<file path="src/rtl/su_fetch_seq_if.sv">
// su_fetch_seq_if: instruction-memory read handshake plus the ISA-decoder strobe/byte bus.
// master = sequencer side, slave = memory/decoder side.
interface su_fetch_seq_if;
    logic       mem_req;
    logic       mem_ack;
    logic [7:0] mem_rdata;
    logic       fetch;
    logic       ce_n;
    logic [7:0] insr;

    modport master (
        output mem_req, fetch, ce_n, insr,
        input  mem_ack, mem_rdata
    );

    modport slave (
        input  mem_req, fetch, ce_n, insr,
        output mem_ack, mem_rdata
    );
endinterface

</file>
<file path="src/rtl/su_fetch_seq.sv">
// su_fetch_seq: IDLE/FETCH/WAIT/EXEC instruction fetch sequencer feeding an ISA decoder.
// Optional fetch-timeout watchdog enabled by defining SU_FETCH_TIMEOUT_EN.
module su_fetch_seq #(
    parameter int TIMEOUT_CYC = 15
) (
    input  logic                  clk,
    input  logic                  rst_n,
    su_fetch_seq_if.master        bus,
    input  logic                  run,
    input  logic                  stall,
    output logic                  busy,
    output logic                  halted,
    output logic                  fault,
    output logic [15:0]           icount
);

    typedef enum logic [1:0] {
        IDLE  = 2'd0,
        FETCH = 2'd1,
        WAIT  = 2'd2,
        EXEC  = 2'd3
    } state_t;

    localparam logic [7:0] HLT = 8'hFF;

    if (TIMEOUT_CYC < 1 || TIMEOUT_CYC > 255) begin : g_bad_timeout
        $error("su_fetch_seq: TIMEOUT_CYC must be within 1..255");
    end

    state_t      state_q, state_d;
    logic [7:0]  insr_q, insr_d;
    logic        halted_q, halted_d;
    logic [15:0] icount_q, icount_d;
    logic        tmo_hit;
    logic        fault_q;

`ifdef SU_FETCH_TIMEOUT_EN
    // Counter holds the number of ack-less WAIT cycles already elapsed, so the
    // terminal cycle is the one where it still reads TIMEOUT_CYC-1.
    localparam logic [7:0] TMO_LAST = 8'(TIMEOUT_CYC - 1);

    logic [7:0] wcnt_q, wcnt_d;
    logic       fault_d;

    assign tmo_hit = (wcnt_q == TMO_LAST);

    always_comb begin
        wcnt_d  = wcnt_q;
        fault_d = fault_q;
        case (state_q)
            IDLE:    if (!run) fault_d = 1'b0;
            FETCH:   wcnt_d = 8'd0;
            WAIT: begin
                if (!bus.mem_ack) begin
                    wcnt_d = wcnt_q + 8'd1;
                    if (tmo_hit) fault_d = 1'b1;
                end
            end
            default: ;
        endcase
    end

    always_ff @(posedge clk or negedge rst_n) begin
        if (!rst_n) begin
            wcnt_q  <= 8'd0;
            fault_q <= 1'b0;
        end else begin
            wcnt_q  <= wcnt_d;
            fault_q <= fault_d;
        end
    end
`else
    assign tmo_hit = 1'b0;
    assign fault_q = 1'b0;
`endif

    always_comb begin
        state_d  = state_q;
        insr_d   = insr_q;
        halted_d = halted_q;
        icount_d = icount_q;
        case (state_q)
            IDLE: begin
                // run=0 in IDLE is the acknowledge that clears sticky status
                if (!run)
                    halted_d = 1'b0;
                else if (!halted_q && !fault_q)
                    state_d = FETCH;
            end
            FETCH: state_d = WAIT;
            WAIT: begin
                // ack beats a simultaneous terminal count
                if (bus.mem_ack) begin
                    insr_d  = bus.mem_rdata;
                    state_d = EXEC;
                end else if (tmo_hit) begin
                    state_d = IDLE;
                end
            end
            EXEC: begin
                if (!stall) begin
                    icount_d = icount_q + 16'd1;
                    if (insr_q == HLT) begin
                        halted_d = 1'b1;
                        state_d  = IDLE;
                    end else if (run) begin
                        state_d = FETCH;
                    end else begin
                        state_d = IDLE;
                    end
                end
            end
            default: state_d = IDLE;
        endcase
    end

    always_ff @(posedge clk or negedge rst_n) begin
        if (!rst_n) begin
            state_q  <= IDLE;
            insr_q   <= 8'h00;
            halted_q <= 1'b0;
            icount_q <= 16'h0000;
        end else begin
            state_q  <= state_d;
            insr_q   <= insr_d;
            halted_q <= halted_d;
            icount_q <= icount_d;
        end
    end

    // Decoder/memory strobes depend on the state register only.
    assign bus.fetch   = (state_q == FETCH);
    assign bus.ce_n    = !((state_q == FETCH) || (state_q == EXEC));
    assign bus.mem_req = (state_q == FETCH) || (state_q == WAIT);
    assign bus.insr    = insr_q;

    assign busy   = (state_q != IDLE);
    assign halted = halted_q;
    assign fault  = fault_q;
    assign icount = icount_q;

endmodule

</file>
<file path="src/flat_wrapper.sv">
// flat-port wrapper written by rule: the top's interface ports become plain ports
module su_fetch_seq_flat 
#(
    parameter int TIMEOUT_CYC = 15
)
  (clk, rst_n, run, stall, busy, halted, fault, icount, bus_mem_req, bus_fetch, bus_ce_n, bus_insr, bus_mem_ack, bus_mem_rdata);
  su_fetch_seq_if bus_i ();
  input  logic clk;
  input  logic rst_n;
  input  logic run;
  input  logic stall;
  output logic busy;
  output logic halted;
  output logic fault;
  output logic [15:0] icount;
  output wire logic [$bits(bus_i.mem_req)-1:0] bus_mem_req;
  output wire logic [$bits(bus_i.fetch)-1:0] bus_fetch;
  output wire logic [$bits(bus_i.ce_n)-1:0] bus_ce_n;
  output wire logic [$bits(bus_i.insr)-1:0] bus_insr;
  input wire logic [$bits(bus_i.mem_ack)-1:0] bus_mem_ack;
  input wire logic [$bits(bus_i.mem_rdata)-1:0] bus_mem_rdata;
  assign bus_mem_req = bus_i.mem_req;
  assign bus_fetch = bus_i.fetch;
  assign bus_ce_n = bus_i.ce_n;
  assign bus_insr = bus_i.insr;
  assign bus_i.mem_ack = bus_mem_ack;
  assign bus_i.mem_rdata = bus_mem_rdata;
  su_fetch_seq #(.TIMEOUT_CYC(TIMEOUT_CYC)) u_core (.clk(clk), .rst_n(rst_n), .bus(bus_i), .run(run), .stall(stall), .busy(busy), .halted(halted), .fault(fault), .icount(icount));
endmodule
</file>
<file path="config.mk">
export PLATFORM = sky130hd
export DESIGN_NAME = su_fetch_seq_flat
export DESIGN_NICKNAME = d
export VERILOG_FILES = /design/src/rtl/su_fetch_seq_if.sv /design/src/rtl/su_fetch_seq.sv /design/src/flat_wrapper.sv
export SDC_FILE = /design/constraint.sdc
export NUM_CORES = 1
export LEC_CHECK = 0
export BUFFER_PORTS_ARGS = -buffer_cell sky130_fd_sc_hd__buf_4
export CAP_MARGIN = 20
export CORE_MARGIN = 2
export CORE_UTILIZATION = 41
export DETAILED_ROUTE_END_ITERATION = 7
export PLACE_DENSITY = 0.7
export SETUP_SLACK_MARGIN = 0.05
export SLEW_MARGIN = 25
export SYNTH_ARGS = -nofsm -noshare
export SYNTH_HDL_FRONTEND = slang
export SYNTH_SLANG_ARGS = --single-unit
</file>
<file path="constraint.sdc">
create_clock -name clk -period 1.8 [get_ports clk]
set_input_delay 0.09 -clock clk [delete_from_list [all_inputs] [get_ports clk]]
set_output_delay 0.09 -clock clk [all_outputs]
set_load 0.05 [all_outputs]
</file>
==> results of run 1 <==
-- routing by layer --
layer | vias up | GRT usage | wire length, um | share of wire
met2 | 33 | 0.2921 | 1280 | 0.49
met4 | 0 | 0.04870 | 19 | 0.0072
li1 | 483 | - | - | -
met5 | - | 0 | 0 | 0
met1 | 482 | 0.1983 | 1204 | 0.46
met3 | 2 | 0.03275 | 132 | 0.050
-- critical path, cell delays in order (launching register included) --
cell	delay [ns]
dfrtp_1	0.45
ha_4	0.18
nand3b_4	0.09
or2_4	0.26
or4b_4	0.50
xnor2_2	0.14
-- logic make-up (layout without fill, tap and decap cells) --
kind of cell	count (synthesis)	count (layout)	share of synthesized area
other	1	1	0.003012
buffers and inverters	7	69	0.02412
xor gates and xnor gates	15	15	0.1116
adders and majority gates	5	5	0.05025
and+or+nand+nor	36	36	0.1618
muxes	8	8	0.07236
AOI/OAI and AO/OA	6	6	0.03417
DFF	27	27	0.5427
-- synthesized netlist by cell type (2+ instances only) --
master,count,area share
nand2b_1,2,0.010
inv_1,6,0.018
mux2_2,8,0.072
nand3_1,6,0.024
ha_1,5,0.050
nor2_1,4,0.012
xnor2_1,10,0.070
nand4_1,5,0.025
xor2_1,4,0.028
o21ai_0,2,0.0080
dfrtp_1,27,0.54
nor4_1,2,0.010
nand2_1,9,0.027
-- state kept, by name, summed over array words and instances (netlist names) --
name and count:
u_core.icount 16, u_core.halted 1, u_core.state_q 2, u_core.bus.insr 8
-- worst paths after layout --
check                                     endpoint  slack, ns  cells past startpoint
worst max-delay path             u_core.icount[14]        0.1                      5
worst min-delay path              u_core.icount[1]       0.03                      4
worst max register to register   u_core.icount[14]        0.1                      5
worst min register to register   u_core.icount[15]       0.49                      1
max in group asynchronous         u_core.icount[5]       1.33                      2
min in group asynchronous       u_core.bus.insr[2]       0.19                      2
-- cell type report --
type | instances | area, um2 | share of cell area
Sequential cell | 27 | 684.4 | 0.3759
Inverter | 6 | 22.52 | 0.01237
Clock buffer | 3 | 22.52 | 0.01237
Timing Repair Buffer | 59 | 469.2 | 0.2577
Multi-Input combinational cell | 71 | 575.6 | 0.3162
Clock inverter | 1 | 7.507 | 0.004124
Tap cell | 31 | 38.79 | 0.02131
-- repair_timing --
action | 4_1_cts | 5_1_grt
resized for setup | 1 | 4
endpoints found under the hold margin | 35 | 0
setup endpoints to repair | 1 | 5
hold buffers | 9 | 0
buffers inserted | 0 | 6
pin swaps | 0 | 4
-- report_power, final --
group / switching (mW) / internal [mW]
clock network: 0.185 / 0.0850
registers: 0.174 / 0.776
logic: 1.09 / 0.650
total: 1.45 / 1.51
==> flow_summary.yaml, run 1 <==
timing:
  whs_ns: 0.02727
  final.period_utilization: 0.9458
  timing.fmax_mhz: 587.4
  drv_slew: 0
  fin_ws_ns: 0.09752
  setup_tns_ns: 0
  setup_viol: 0
  hold_viol_final: 0
  rsz0062_at_grt: "true"
  fin_crit_ns: 1.702
  skew_ns: 0.002696
routing:
  drt_iter0_markers: 17
  vias_per_cell: 5.051
  routed_wl_um: 2636
  vias: 1000
  drc: 0
  antenna_left: 0
  routedWlPerCell_um: 13.31
  first_pass_iters: 4
cells_and_area:
  final_area_um2: 1821
  fin_util: 0.6435
  final_common_cell: "buf_4"
  nNetsFinal: 186
  syn2layout_area_growth_pct: 46.23
  layout_common_cells: "buf_4 (49), dfrtp_1 (20), xnor2_1 (10)"
  antenna_cells: 0
  final_cells: 198
  drive_gt1_frac: 0.4611
  nFillCells: 216
grt:
  grt_pass1_vias: 1008
  grt_antenna_before_repair: 0
  grt_start_max_net_pins: 28
  grt_usage: 0.1636
  grt-ovfl-total: 0
  grt_pass1_wl_um: 4353
place:
  finalWeightedCongestion: 0.7375
  dp_slack_ns: 0.05933
  hpwlAfterDp_um: 1962
  dp.cells: 179
  place_area_um2: 1637
  io_buffers: 41
worst_setup_path:
  critPathArrivalTime_ns: 1.93
  endpoint_kind: "register"
  cp.required_ns: 2.03
  r2r-start: "u_core.state_q[1]"
  cp-start-kind: "register"
  cp_max_fo: 4
  critPathKind: "register to register"
  crit_start: "u_core.state_q[1]"
clocking:
  cts_buffers: 3
  cts_tree: "done"
  clock_path_buffers: 2
  cts_sinks: 27
  path_clk_slew_ns: 0.15
  root_buffer: "clkbuf_4"
  htreeDepth: 1
  clock_latency_ns: 0.33
hold_path:
  hold_path_class: "input pin to register"
  hp-start: "stall"
synthesis:
  synth_edf_count: 0
  synth_seq_cells: 27
  async_reset_ff_frac: 1.000
  syn_avg_cell_area_um2: 11.86
  yosys_warnings: 0
  netlist_instances: 105
  synth-main-ff-cell: "dfrtp_1"
  ys_seq_area_frac: 0.5427
  synth_area_um2: 1245
  synth_nets: 123
  synth.distinct_cells: 28
outcome:
  status: "finished clean"
die:
  die_x_um: 59.11
  fp.dieArea_um2: 3493
  io_pins: 43
  start_util: 0.4401
  dieHeight_um: 59.11
  rows: 19
  core_um2: 2829
power:
  power_density_nw_per_um2: 1626
  max-vdd-ir-drop_mv: 1.093
  p_leak_nw: 0.9048
  total_power_mw: 2.960
job:
  drv_cap: 0
Note: power is estimated with default switching activity, not from simulation.
==> inputs of run 2 (changes only) <==
--- a/config.mk
+++ b/config.mk
@@ -12,3 +12,3 @@
 export DETAILED_ROUTE_END_ITERATION = 7
-export PLACE_DENSITY = 0.7
+export PLACE_DENSITY = 0.67
 export SETUP_SLACK_MARGIN = 0.05
==> constraint.sdc (replaced) <==
create_clock -name clk -period 1.6 [get_ports clk]
set_input_delay 0.16 -clock clk [delete_from_list [all_inputs] [get_ports clk]]
set_output_delay 0.16 -clock clk [all_outputs]
set_load 0.05 [all_outputs]
==> run 2 against run 1 <==
Net effect: the run now ends with setup timing left; final area increased by 4.2%; critical path depth unchanged; clock power increased by 6%; first-iteration DRC count increased by 53%; hold slack improved by 0.044 ns; sequential share of layout area decreased by 1.4 points; clock skew increased by 0.0033 ns.
==> flow_summary.yaml, run 2 (synthesized netlist as in run 1, its figures left out) <==
worst_setup_path:
  endpoint_kind: "register"
  critPathArrivalTime_ns: 1.89
  cp.required_ns: 1.82
  cp_max_fo: 2
  cp-start-kind: "register"
  rr_worst_depth: 5
  critPathKind: "register to register"
place:
  hpwlAfterDp_um: 2081
  place_area_um2: 1723
  io_buffers: 41
  finalWeightedCongestion: 0.7496
  dp.cells: 188
clocking:
  cts_buffers: 3
  clock_latency_ns: 0.31
  clock_path_buffers: 2
  path_clk_slew_ns: 0.14
  cts_sinks: 27
  htreeDepth: 1
  cts_tree: "done"
  root_buffer: "clkbuf_4"
timing:
  skew_ns: 0.006003
  timing.fmax_mhz: 600.3
  whs_ns: 0.07092
  drv_slew: 0
  fin_ws_ns: -0.06585
  final.period_utilization: 1.041
  fin_crit_ns: 1.666
  hold_viol_final: 0
  rsz0062_at_grt: "true"
  setup_viol: 3
routing:
  vias_per_cell: 5.143
  antenna_left: 0
  routed_wl_um: 2827
  drt_iter0_markers: 26
  routedWlPerCell_um: 14.42
  drc: 0
  vias: 1008
  first_pass_iters: 4
cells_and_area:
  final_common_cell: "buf_4"
  nFillCells: 224
  largest_reg_flops: 16
  antenna_cells: 0
  layout_common_cells: "buf_4 (51), dfrtp_1 (19), xnor2_1 (10)"
  multiInputGateArea_um2: 661.9
  seq_area_um2: 685.7
  final_cells: 196
  nNetsFinal: 184
  final_area_um2: 1897
  syn2layout_area_growth_pct: 52.36
  drive_gt1_frac: 0.5758
power:
  pwr-share-comb: 0.626
  total_power_mw: 3.574
  p_seq_frac: 0.294
  max-vdd-ir-drop_mv: 1.759
  clkPwrFrac: 0.080
  p_leak_nw: 0.9345
  p_int_mw: 1.844
  swShare: 0.4841
  power.switching_mw: 1.730
  power_density_nw_per_um2: 1884
die:
  die_x_um: 59.11
  fp.dieArea_um2: 3493
  start_util: 0.4401
  io_pins: 43
  dieHeight_um: 59.11
  core_um2: 2829
  rows: 19
hold_path:
  hold_depth: 2
  hold_path_class: "input pin to register"
job:
  drv_cap: 0
outcome:
  status: "finished with violations"
  violations: "setup timing"
grt:
  grt_pass1_wl_um: 4540
  grt-ovfl-total: 0
  grt_pass1_vias: 1023
  grt_antenna_before_repair: 0
  grt_usage: 0.1730
  grt_start_max_net_pins: 28
==> run 2: layer usage <==
layer,vias up,global-route usage,part of all wire
met1,499,0.2028,0.40
met5,-,0,0
met2,29,0.3175,0.54
met3,2,0.03493,0.048
li1,478,-,-
met4,0,0.04870,0.0067
==> run 2: final cells by class <==
type                    count  share of cell area
clock buffers               4             0.01385
inverters                   6             0.01451
multi-input cells          71              0.3489
flip-flops and latches     27              0.3615
well taps                  31             0.02045
repair buffers             57              0.2408
==> run 2: worst paths after layout <==
check                                  start            endpoint  slack [ns]
max in group asynchronous              rst_n    u_core.icount[0]        1.05
min in group asynchronous              rst_n    u_core.icount[4]        0.27
min                         bus_mem_rdata[7]  u_core.bus.insr[7]        0.07
max reg2reg                u_core.state_q[1]   u_core.icount[14]       -0.07
max                        u_core.state_q[1]   u_core.icount[14]       -0.07
min reg2reg                u_core.icount[15]   u_core.icount[15]        0.49
==> run 2: timing repair <==
item | 4_1_cts | 5_1_grt
gates resized for setup | 17 | 12
setup endpoints to repair | 8 | 13
buffers inserted | 2 | 1
pin swaps | 4 | 7
hold buffers | 1 | 0
endpoints found under the hold margin | 27 | 0
==> run 2: through the flow <==
step	setup slack [ns]	TNS [ns]	utilization
global placement	-0.0005053	-0.0005053	0.6090
CTS	-0.04516	-0.05702	0.6515
floorplan	-0.2501	-0.3613	-
detailed placement	-0.03630	-0.03877	0.6090
global route	-0.1275	-0.3082	0.6705
finish	-0.06585	-0.07732	0.6705
==> run 2: worst max-delay path, stage by stage, from the launching register on <==
cell and delay (ns):
dfrtp_1 0.44, ha_4 0.18, nand3b_4 0.07, or2_4 0.25, or4b_4 0.49, xnor2_2 0.14
==> run 2: power groups by stage <==
stage                     Sequential [mW]  Clock, mW  Combinational, mW
after global placement               1.04          0               1.90
after detailed placement             1.05          0               1.95
after CTS                            1.05      0.305               2.12
final                                1.05      0.285               2.24
after floorplan                      1.58          0              0.737
after global routing                 1.08      0.318               2.39
